`config.mk`:
```
export PLATFORM = sky130hd
export DESIGN_NAME = decode_pipe_flat
export DESIGN_NICKNAME = d
export VERILOG_FILES = /design/src/rtl/decode_pipe_if.sv /design/src/rtl/decode_pipe.sv /design/src/flat_wrapper.sv
export SDC_FILE = /design/constraint.sdc
export NUM_CORES = 1
export LEC_CHECK = 0
export ABC_CLOCK_PERIOD_IN_PS = 21600
export CAP_MARGIN = 40
export CELL_PAD_IN_SITES_DETAIL_PLACEMENT = 1
export CELL_PAD_IN_SITES_GLOBAL_PLACEMENT = 1
export CORE_ASPECT_RATIO = 0.75
export CORE_MARGIN = 1
export CORE_UTILIZATION = 56
export DETAILED_ROUTE_END_ITERATION = 8
export DONT_BUFFER_PORTS = 1
export GPL_TIMING_DRIVEN = 1
export PLACE_DENSITY_LB_ADDON = 0.1
export SLEW_MARGIN = 40
export SYNTH_ARGS = -nofsm -noshare
export SYNTH_HDL_FRONTEND = slang
export SYNTH_SLANG_ARGS = --single-unit
```
`constraint.sdc`:
```
create_clock -name clk -period 21.6 [get_ports clk]
set_input_delay 4.32 -clock clk [delete_from_list [all_inputs] [get_ports clk]]
set_output_delay 4.32 -clock clk [all_outputs]
set_load 0.05 [all_outputs]
```
`src/rtl/decode_pipe_if.sv`:
```
// Fetch -> decode -> execute bundle plus writeback port for decode_pipe.
// The slave modport is the decode stage; the master modport is its environment.
interface decode_pipe_if #(
    parameter int DATA_W = 16,
    parameter int PC_W   = 16
);
    // A beat moves on a clock edge exactly when valid and ready are both high;
    // valid never waits on ready, and a producer keeps its data stable until the beat moves.
    logic              in_valid;
    logic              in_ready;
    logic [15:0]       in_instr;
    logic [PC_W-1:0]   in_pc;
    logic              flush;

    logic              out_valid;
    logic              out_ready;
    logic [15:0]       out_instr;
    logic [PC_W-1:0]   out_pc;
    logic [DATA_W-1:0] out_rs_data;
    logic [DATA_W-1:0] out_rt_data;
    logic [DATA_W-1:0] out_imm;
    logic [2:0]        out_wr_reg;
    logic              out_reg_wrt;
    logic              out_mem_wrt;
    logic              out_mem_rd;
    logic              out_halt;

    logic              wb_wr_en;
    logic [2:0]        wb_wr_reg;
    logic [DATA_W-1:0] wb_wr_data;

    logic              halted;

    modport slave (
        input  in_valid, in_instr, in_pc, flush, out_ready,
               wb_wr_en, wb_wr_reg, wb_wr_data,
        output in_ready, out_valid, out_instr, out_pc, out_rs_data, out_rt_data,
               out_imm, out_wr_reg, out_reg_wrt, out_mem_wrt, out_mem_rd, out_halt,
               halted
    );

    modport master (
        output in_valid, in_instr, in_pc, flush, out_ready,
               wb_wr_en, wb_wr_reg, wb_wr_data,
        input  in_ready, out_valid, out_instr, out_pc, out_rs_data, out_rt_data,
               out_imm, out_wr_reg, out_reg_wrt, out_mem_wrt, out_mem_rd, out_halt,
               halted
    );
endinterface

```
`src/rtl/decode_pipe.sv`:
```
// WISC-SP22 pipelined decode: register file, decoder and ID/EX register with hold snooping.
// Define DECODE_RF_BYPASS_EN to make the register-file read ports write-through.
module decode_pipe #(
    parameter int DATA_W = 16,
    parameter int PC_W   = 16
) (
    input logic          clk,
    input logic          rst,
    decode_pipe_if.slave bus
);
    logic [DATA_W-1:0] rf_q [8];

    logic              out_valid_q,   out_valid_d;
    logic [15:0]       out_instr_q,   out_instr_d;
    logic [PC_W-1:0]   out_pc_q,      out_pc_d;
    logic [DATA_W-1:0] out_rs_data_q, out_rs_data_d;
    logic [DATA_W-1:0] out_rt_data_q, out_rt_data_d;
    logic [DATA_W-1:0] out_imm_q,     out_imm_d;
    logic [2:0]        out_wr_reg_q,  out_wr_reg_d;
    logic              out_reg_wrt_q, out_reg_wrt_d;
    logic              out_mem_wrt_q, out_mem_wrt_d;
    logic              out_mem_rd_q,  out_mem_rd_d;
    logic              out_halt_q,    out_halt_d;
    logic              halted_q,      halted_d;

    logic [4:0]        op;
    logic              in_ready;
    logic              accept;
    logic              dec_reg_wrt;
    logic [2:0]        dec_wr_reg;
    logic [DATA_W-1:0] dec_imm;
    logic [DATA_W-1:0] rs_rd;
    logic [DATA_W-1:0] rt_rd;

    assign op       = bus.in_instr[15:11];
    // A held HALT blocks fetch even when execute is ready, so nothing follows it.
    assign in_ready = ~halted_q & ~(out_valid_q & out_halt_q) & (~out_valid_q | bus.out_ready);
    assign accept   = bus.in_valid & in_ready & ~bus.flush;

    always_comb begin
        dec_reg_wrt = 1'b0;
        dec_wr_reg  = 3'd0;
        dec_imm     = '0;
        casez (op)
            5'b010??: begin
                dec_reg_wrt = 1'b1;
                dec_wr_reg  = bus.in_instr[7:5];
                dec_imm     = op[1] ? {{(DATA_W-5){1'b0}}, bus.in_instr[4:0]}
                                    : {{(DATA_W-5){bus.in_instr[4]}}, bus.in_instr[4:0]};
            end
            5'b101??, 5'b10001: begin
                dec_reg_wrt = 1'b1;
                dec_wr_reg  = bus.in_instr[7:5];
                dec_imm     = {{(DATA_W-5){bus.in_instr[4]}}, bus.in_instr[4:0]};
            end
            5'b10000: dec_imm = {{(DATA_W-5){bus.in_instr[4]}}, bus.in_instr[4:0]};
            5'b10011: begin
                dec_reg_wrt = 1'b1;
                dec_wr_reg  = bus.in_instr[10:8];
                dec_imm     = {{(DATA_W-5){bus.in_instr[4]}}, bus.in_instr[4:0]};
            end
            5'b011??, 5'b00101: dec_imm = {{(DATA_W-8){bus.in_instr[7]}}, bus.in_instr[7:0]};
            5'b11000: begin
                dec_reg_wrt = 1'b1;
                dec_wr_reg  = bus.in_instr[10:8];
                dec_imm     = {{(DATA_W-8){bus.in_instr[7]}}, bus.in_instr[7:0]};
            end
            5'b10010: begin
                dec_reg_wrt = 1'b1;
                dec_wr_reg  = bus.in_instr[10:8];
                dec_imm     = {{(DATA_W-8){1'b0}}, bus.in_instr[7:0]};
            end
            5'b00111: begin
                dec_reg_wrt = 1'b1;
                dec_wr_reg  = 3'd7;
                dec_imm     = {{(DATA_W-8){bus.in_instr[7]}}, bus.in_instr[7:0]};
            end
            5'b00100: dec_imm = {{(DATA_W-11){bus.in_instr[10]}}, bus.in_instr[10:0]};
            5'b00110: begin
                dec_reg_wrt = 1'b1;
                dec_wr_reg  = 3'd7;
                dec_imm     = {{(DATA_W-11){bus.in_instr[10]}}, bus.in_instr[10:0]};
            end
            5'b11001, 5'b1101?, 5'b111??: begin
                dec_reg_wrt = 1'b1;
                dec_wr_reg  = bus.in_instr[4:2];
            end
            default: ;
        endcase
    end

    always_comb begin
        rs_rd = rf_q[bus.in_instr[10:8]];
        rt_rd = rf_q[bus.in_instr[7:5]];
`ifdef DECODE_RF_BYPASS_EN
        if (bus.wb_wr_en && (bus.wb_wr_reg == bus.in_instr[10:8])) rs_rd = bus.wb_wr_data;
        if (bus.wb_wr_en && (bus.wb_wr_reg == bus.in_instr[7:5]))  rt_rd = bus.wb_wr_data;
`else
        // Without write-through, execute forwarding covers a same-cycle writeback.
`endif
    end

    always_comb begin
        out_valid_d   = out_valid_q;
        out_instr_d   = out_instr_q;
        out_pc_d      = out_pc_q;
        out_rs_data_d = out_rs_data_q;
        out_rt_data_d = out_rt_data_q;
        out_imm_d     = out_imm_q;
        out_wr_reg_d  = out_wr_reg_q;
        out_reg_wrt_d = out_reg_wrt_q;
        out_mem_wrt_d = out_mem_wrt_q;
        out_mem_rd_d  = out_mem_rd_q;
        out_halt_d    = out_halt_q;
        halted_d      = halted_q | (out_valid_q & out_halt_q & bus.out_ready & ~bus.flush);
        if (bus.flush) begin
            out_valid_d = 1'b0;
        end else if (accept) begin
            out_valid_d   = 1'b1;
            out_instr_d   = bus.in_instr;
            out_pc_d      = bus.in_pc;
            out_rs_data_d = rs_rd;
            out_rt_data_d = rt_rd;
            out_imm_d     = dec_imm;
            out_wr_reg_d  = dec_wr_reg;
            out_reg_wrt_d = dec_reg_wrt;
            out_mem_wrt_d = (op == 5'b10000) || (op == 5'b10011);
            out_mem_rd_d  = (op == 5'b10001);
            out_halt_d    = (op == 5'b00000);
        end else if (out_valid_q && bus.out_ready) begin
            out_valid_d = 1'b0;
        end else if (out_valid_q) begin
            // Stalled bundle tracks writebacks so its operands are current when execute takes it.
            if (bus.wb_wr_en && (bus.wb_wr_reg == out_instr_q[10:8])) out_rs_data_d = bus.wb_wr_data;
            if (bus.wb_wr_en && (bus.wb_wr_reg == out_instr_q[7:5]))  out_rt_data_d = bus.wb_wr_data;
        end
    end

    always_ff @(posedge clk or posedge rst) begin
        if (rst) begin
            for (int i = 0; i < 8; i++) rf_q[i] <= '0;
            out_valid_q   <= 1'b0;
            out_instr_q   <= '0;
            out_pc_q      <= '0;
            out_rs_data_q <= '0;
            out_rt_data_q <= '0;
            out_imm_q     <= '0;
            out_wr_reg_q  <= '0;
            out_reg_wrt_q <= 1'b0;
            out_mem_wrt_q <= 1'b0;
            out_mem_rd_q  <= 1'b0;
            out_halt_q    <= 1'b0;
            halted_q      <= 1'b0;
        end else begin
            if (bus.wb_wr_en) rf_q[bus.wb_wr_reg] <= bus.wb_wr_data;
            out_valid_q   <= out_valid_d;
            out_instr_q   <= out_instr_d;
            out_pc_q      <= out_pc_d;
            out_rs_data_q <= out_rs_data_d;
            out_rt_data_q <= out_rt_data_d;
            out_imm_q     <= out_imm_d;
            out_wr_reg_q  <= out_wr_reg_d;
            out_reg_wrt_q <= out_reg_wrt_d;
            out_mem_wrt_q <= out_mem_wrt_d;
            out_mem_rd_q  <= out_mem_rd_d;
            out_halt_q    <= out_halt_d;
            halted_q      <= halted_d;
        end
    end

    assign bus.in_ready    = in_ready;
    assign bus.out_valid   = out_valid_q;
    assign bus.out_instr   = out_instr_q;
    assign bus.out_pc      = out_pc_q;
    assign bus.out_rs_data = out_rs_data_q;
    assign bus.out_rt_data = out_rt_data_q;
    assign bus.out_imm     = out_imm_q;
    assign bus.out_wr_reg  = out_wr_reg_q;
    assign bus.out_reg_wrt = out_reg_wrt_q;
    assign bus.out_mem_wrt = out_mem_wrt_q;
    assign bus.out_mem_rd  = out_mem_rd_q;
    assign bus.out_halt    = out_halt_q;
    assign bus.halted      = halted_q;
endmodule

```
`src/flat_wrapper.sv`:
```
// flat-port wrapper written by rule: the top's interface ports become plain ports
module decode_pipe_flat 
#(
    parameter int DATA_W = 16,
    parameter int PC_W   = 16
)
  (clk, rst, bus_in_valid, bus_in_instr, bus_in_pc, bus_flush, bus_out_ready, bus_wb_wr_en, bus_wb_wr_reg, bus_wb_wr_data, bus_in_ready, bus_out_valid, bus_out_instr, bus_out_pc, bus_out_rs_data, bus_out_rt_data, bus_out_imm, bus_out_wr_reg, bus_out_reg_wrt, bus_out_mem_wrt, bus_out_mem_rd, bus_out_halt, bus_halted);
  decode_pipe_if #(.DATA_W(DATA_W), .PC_W(PC_W)) bus_i ();
  input logic clk;
  input logic rst;
  input wire logic [$bits(bus_i.in_valid)-1:0] bus_in_valid;
  input wire logic [$bits(bus_i.in_instr)-1:0] bus_in_instr;
  input wire logic [$bits(bus_i.in_pc)-1:0] bus_in_pc;
  input wire logic [$bits(bus_i.flush)-1:0] bus_flush;
  input wire logic [$bits(bus_i.out_ready)-1:0] bus_out_ready;
  input wire logic [$bits(bus_i.wb_wr_en)-1:0] bus_wb_wr_en;
  input wire logic [$bits(bus_i.wb_wr_reg)-1:0] bus_wb_wr_reg;
  input wire logic [$bits(bus_i.wb_wr_data)-1:0] bus_wb_wr_data;
  output wire logic [$bits(bus_i.in_ready)-1:0] bus_in_ready;
  output wire logic [$bits(bus_i.out_valid)-1:0] bus_out_valid;
  output wire logic [$bits(bus_i.out_instr)-1:0] bus_out_instr;
  output wire logic [$bits(bus_i.out_pc)-1:0] bus_out_pc;
  output wire logic [$bits(bus_i.out_rs_data)-1:0] bus_out_rs_data;
  output wire logic [$bits(bus_i.out_rt_data)-1:0] bus_out_rt_data;
  output wire logic [$bits(bus_i.out_imm)-1:0] bus_out_imm;
  output wire logic [$bits(bus_i.out_wr_reg)-1:0] bus_out_wr_reg;
  output wire logic [$bits(bus_i.out_reg_wrt)-1:0] bus_out_reg_wrt;
  output wire logic [$bits(bus_i.out_mem_wrt)-1:0] bus_out_mem_wrt;
  output wire logic [$bits(bus_i.out_mem_rd)-1:0] bus_out_mem_rd;
  output wire logic [$bits(bus_i.out_halt)-1:0] bus_out_halt;
  output wire logic [$bits(bus_i.halted)-1:0] bus_halted;
  assign bus_i.in_valid = bus_in_valid;
  assign bus_i.in_instr = bus_in_instr;
  assign bus_i.in_pc = bus_in_pc;
  assign bus_i.flush = bus_flush;
  assign bus_i.out_ready = bus_out_ready;
  assign bus_i.wb_wr_en = bus_wb_wr_en;
  assign bus_i.wb_wr_reg = bus_wb_wr_reg;
  assign bus_i.wb_wr_data = bus_wb_wr_data;
  assign bus_in_ready = bus_i.in_ready;
  assign bus_out_valid = bus_i.out_valid;
  assign bus_out_instr = bus_i.out_instr;
  assign bus_out_pc = bus_i.out_pc;
  assign bus_out_rs_data = bus_i.out_rs_data;
  assign bus_out_rt_data = bus_i.out_rt_data;
  assign bus_out_imm = bus_i.out_imm;
  assign bus_out_wr_reg = bus_i.out_wr_reg;
  assign bus_out_reg_wrt = bus_i.out_reg_wrt;
  assign bus_out_mem_wrt = bus_i.out_mem_wrt;
  assign bus_out_mem_rd = bus_i.out_mem_rd;
  assign bus_out_halt = bus_i.out_halt;
  assign bus_halted = bus_i.halted;
  decode_pipe #(.DATA_W(DATA_W), .PC_W(PC_W)) u_core (.clk(clk), .rst(rst), .bus(bus_i));
endmodule
```
Word level (Yosys, flattened, before mapping)
Index checks and enable logic that the tools add are counted.

Magnitude comparators: 4. Eq/ne operators: 18. Muxes and demuxes: 24. Bitwise operators: 16. Reductions and logical operators: 21.

Operators with widths (number): $mux W16 (14); $bwmux W128 (1); $bmux W16 S3 (2); $pmux W16 S5 (1); $demux W16 S3 (1); $eq A5 B5 Y1 const B (6); $eq A5 B3 Y1 const B (4); $ge A4 B4 Y1 const B (3); $not A3 Y4 (3); $pmux W3 S4 (1); $reduce_or A11 Y1 (1); $reduce_or A3 Y1 (3); $reduce_and A4 Y1 (2); $reduce_or A4 Y1 (2); $and A1 B1 Y1 (7); $eq A3 B2 Y1 const B (2); $eq A3 B3 Y1 (2); $eq A3 B3 Y1 const B (2); $reduce_bool A2 Y1 (3); $logic_not A5 Y1 (1); $eq A4 B4 Y1 const B (1); $logic_and A1 B1 Y1 (4); $lt A4 B1 Y1 const B (1); $mux W1 (4); 7 further kinds (12).

Flip-flop bits (word level): 217. Bits of input ports: 57. Output and inout bits: 90. Logic and storage cells: 103.

Longest topological paths before layout
Word-level depth: 8. Mapped depth: 7. Depth with buffers taken out: 4.

Least setup slack after synthesis
Ideal clock, no wire load.

Path kind: input port to output port. Start point: input bus_out_ready. End point: output bus_in_ready. Arrival: 5.236 ns. Required time: 17.280 ns. Slack: 12.044 ns. Cell stages on the path: 2. Path buffers: 0. Cells stage by stage: nand2b_1 a21oi_1.

Word-level cells in the longest chain between the ends: 2.

RTL lines: start, declared (line flat_wrapper.sv:15) `input wire logic [$bits(bus_i.out_ready)-1:0] bus_out_ready;`; $or A1 B1 Y1 (line decode_pipe.sv:37) `assign in_ready = ~halted_q & ~(out_valid_q & out_halt_q) & (~out_valid_q | bus.out_ready);`; $and A1 B1 Y1 (line decode_pipe.sv:37); end, declared (line flat_wrapper.sv:19) `output wire logic [$bits(bus_i.in_ready)-1:0] bus_in_ready;`.

No other way between the ends.

Final worst setup path
Ends and elaborated chain as after synthesis.

==> parameters.txt <==
Parameter                              Value

Critical path
  Kind of critical path ... in2out
  R2r setup slk ... 18,650 ps
  Endpoint required time on the critical path ... roughly 17,000 ps
  Critical path's largest stage delay ... 550 ps
  End of the critical path ... bus_in_ready
  CP Cell Sequence ... nand2b_1 -> a21oi_2
  Number of cells on the critical path ... 2
  Reg-to-reg critical path startpoint ... u_core.bus.out_halt$_DFFE_PP0P_
  Crit path buf inv count ... 0
  Setup crit start ... bus_out_ready
  Launching element type of the critical path ... primary input
  Capturing point of the worst reg2reg path ... u_core.bus.out_imm[14]$_DFFE_PP0P_
  Endpoint kind of the worst setup timing path ... primary output
  Critical path peak fanout ... 4
  Slowest stage cell on the critical path ... a21oi_2
  Kind of cell with the highest combined delay on the critical path ... compound AO/OA/AOI/OAI gates
  Crit path arrival time ... 4990 ps
  Length in cells of the worst reg-to-reg path ... 5

Timing
  Accumulated negative setup slack ... 0 ps
  Setup repair after global routing missed its margin ... false
  Number of setup violations in the final report ... 0
  Highest clock frequency the design can meet ... 0.107 GHz
  Number of pins exceeding their max-slew limit in the final report ... 0
  Hold slack final ... 523 ps
  Largest clock skew in the final design ... 13.8 ps
  Slew @ Worst Pin ... 817 ps
  Max transition margin ... 46.0%
  Number of hold-slack violations in the final timing report ... 0
  Min cycle time layout ... 9310 ps
  Period utilisation layout ... between 40% and 50%

Pwr
  Maximum ir drop on the vdd rail ... between 0.05 and 0.06 mV
  Sum of internal, switching and leakage power ... 1.20 mW
  Power density over the cells ... 107 mW/mm2
  Leakage power summed over all cells ... ~4.8 nW

Global routing
  Gr usage total ... approximately 29%
  Global-route wire length before repair ... 42,100 um
  Number of global-route vias before repair ... 7,211
  Gr ovfl total ... 0
  Number of antenna violations at the first check in global routing ... 0
  Largest net degree at the start of global routing ... 148

Synth
  EDFF count, synth ... 0
  Most area-hungry cell type in the Yosys netlist ... dfrtp_1
  Netlist area before placement ... 0.0105 mm2
  Instance count of the mapped netlist ... just under 800
  Syn_area_per_cell ... between 10 and 15 um2
  Synth top cells by count ... dfrtp_1 (212), mux2_2 (128), nand2_1 (111)
  Synth cell types ... 47
  Share of synthesized flip-flops with an asynchronous set or reset ... 100%
  Main synth FF type ... dfrtp_1
  Leading post-synthesis cells by cell area ... dfrtp_1 (51%), mux2_2 (14%), mux4_2 (14%)
  Area share of the largest cell type after synthesis ... about half
  Syn nets ... between 800 and 900
  Top-count cell post-synth ... dfrtp_1
  Flop and latch count out of synthesis ... 212
  Post-synthesis sequential area ratio ... slightly above 50%
  YS warnings ... 0

Die
  Initial core utilization ... between 50% and 60%
  Height of the die ... 120 um
  Io pins ... roughly 150
  Width of the chip ... 160 um
  Floorplan core area ... 0.0180 mm2
  Number of rows in the core area ... 42
  Die outline area ... 0.0193 mm2

Cells and area
  # fillers ... between 1.5k and 2k
  Post-layout instance count excluding filler cells ... 999
  Flip-flop count of the largest register, all copies and words added ... 128
  Antenna cell count ... 0
  Layout net count ... between 800 and 900
  Fraction of layout instances using a drive strength above 1 ... 33.6%
  Signed area change from the synthesized netlist to the final layout ... 7.21%
  Multi-input gate area ... 0.00483 mm2
  Seq. cell area ... about 0.0053 mm2
  Register ranked first by flip-flop count ... u_core.rf_q

Clock tree
  Htree depth ... 1
  Clock insertion delay at the later pin of the skew report ... 510 ps
  Number of setup buffers added after CTS ... 0
  Number of resized instances in the post-cts repair step ... 0
  Number of buffers inserted during clock tree synthesis ... 21
  Clock slew at the register clock pins of the worst setup and hold paths ... 60 ps
  Cell chosen for the clock root ... clkbuf_16
  Hold buffer count at CTS ... 0
  Number of clock sinks ... around 210
  CTS tree ... built
  Maximum count of clock buffers along a single path ... 3

Route
  Number of iterations in the first detailed-routing pass ... 4
  Routed wirelength normalized by instance count ... 26.3 um
  DRC Markers ... 0
  Number of routed nets with antenna violations ... 0
  Number of DRC violations after detailed-routing iteration 0 ... approximately 470
  Via count normalized by instance count ... about 6.5
  Final routed wirelength across all metal layers ... 26,300 um
  Via count of the routed design ... 6,540

Place
  Number of cells after detailed placement ... 964
  Count of buffers from port buffering ... 0
  DPL Wire Length ... between 15,000 and 20,000 um
  Routability cong. ... 0.790

Run status
  Outcome ... complete, no violations

Flow run
  Max capacitance violation total ... 0

Hold path
  Class of the tightest hold or removal check ... reg2reg
  Launch point of the worst hold path ... u_core.rf_q[17]$_DFFE_PP0P_
cell families (layout without fill, tap and decap cells):
family	Yosys count	after routing	synth area share, %
simple gates	181	181	8.06
compound gates	79	79	6.51
flops	212	212	50.6
buf+inv	83	53	3.54
mux	224	224	30.6
xor+xnor	8	8	0.669
per-layer routing:
metal / vias up / global-route usage (%) / wire [um] / share of wire, %
met1: 3486 / 37.8 / 10800 / 41
met2: 193 / 49.3 / 13300 / 51
met4: 0 / 8.27 / 437 / 1.7
met5: - / 0 / 0 / 0
met3: 43 / 5.45 / 1750 / 6.7
li1: 2818 / - / - / -
layout make-up:
class | count | share of cell area [%]
Clock inverter | 8 | 0.613
Tap cell | 242 | 2.70
Sequential cell | 212 | 47.2
Inverter | 4 | 0.245
Multi-Input combinational cell | 492 | 43.0
Clock buffer | 26 | 4.94
Timing Repair Buffer | 15 | 1.21
worst min-delay path by stage:
| stage | slack, ps | cells after the start | to |
|---|---|---|---|
| after detailed placement | 510 | 1 | u_core.rf_q[26]$_DFFE_PP0P_ |
| after global routing | 550 | 1 | u_core.rf_q[20]$_DFFE_PP0P_ |
| final | 520 | 1 | u_core.rf_q[17]$_DFFE_PP0P_ |
| after CTS | 530 | 1 | u_core.rf_q[26]$_DFFE_PP0P_ |
| after floorplan | 490 | 1 | u_core.rf_q[16]$_DFFE_PP0P_ |
| after global placement | 500 | 1 | u_core.rf_q[30]$_DFFE_PP0P_ |
cell usage in the layout (no fill, tap or decap), drive strengths merged, types with 3 or more instances in the layout:
cell,instances
clkinv,6
a21oi,6
dfrtp,212
a221o,32
nand2b,4
nor2b,4
nand4b,3
inv,5
buf,15
a22oi,6
a22o,5
mux2,128
nor3,3
a211oi,3
nand2,111
clkbuf,26
nor4,3
o21ai,7
xor2,8
a32oi,3
o41ai,4
nor2,42
mux4,64
a41o,4
nor3b,4
mux2i,32
power breakdown:
part | internal, mW | total (mW) | switching, mW
Sequential | 0.479 | 0.655 | 0.176
Combinational | 0.121 | 0.199 | 0.0775
Clock | 0.193 | 0.344 | 0.151
Total | 0.793 | 1.20 | 0.404
metrics by stage:
step | instance area, um2 | worst slack [ps] | util [%]
global placement | 10600 | 11970 | 58.7
CTS | 11200 | 12290 | 62.3
global route | 11200 | 12260 | 62.5
floorplan | 10500 | 11490 | -
detailed placement | 10600 | 12290 | 58.8
finish | 11200 | 12290 | 62.5
(Power assumes the default switching activity.)
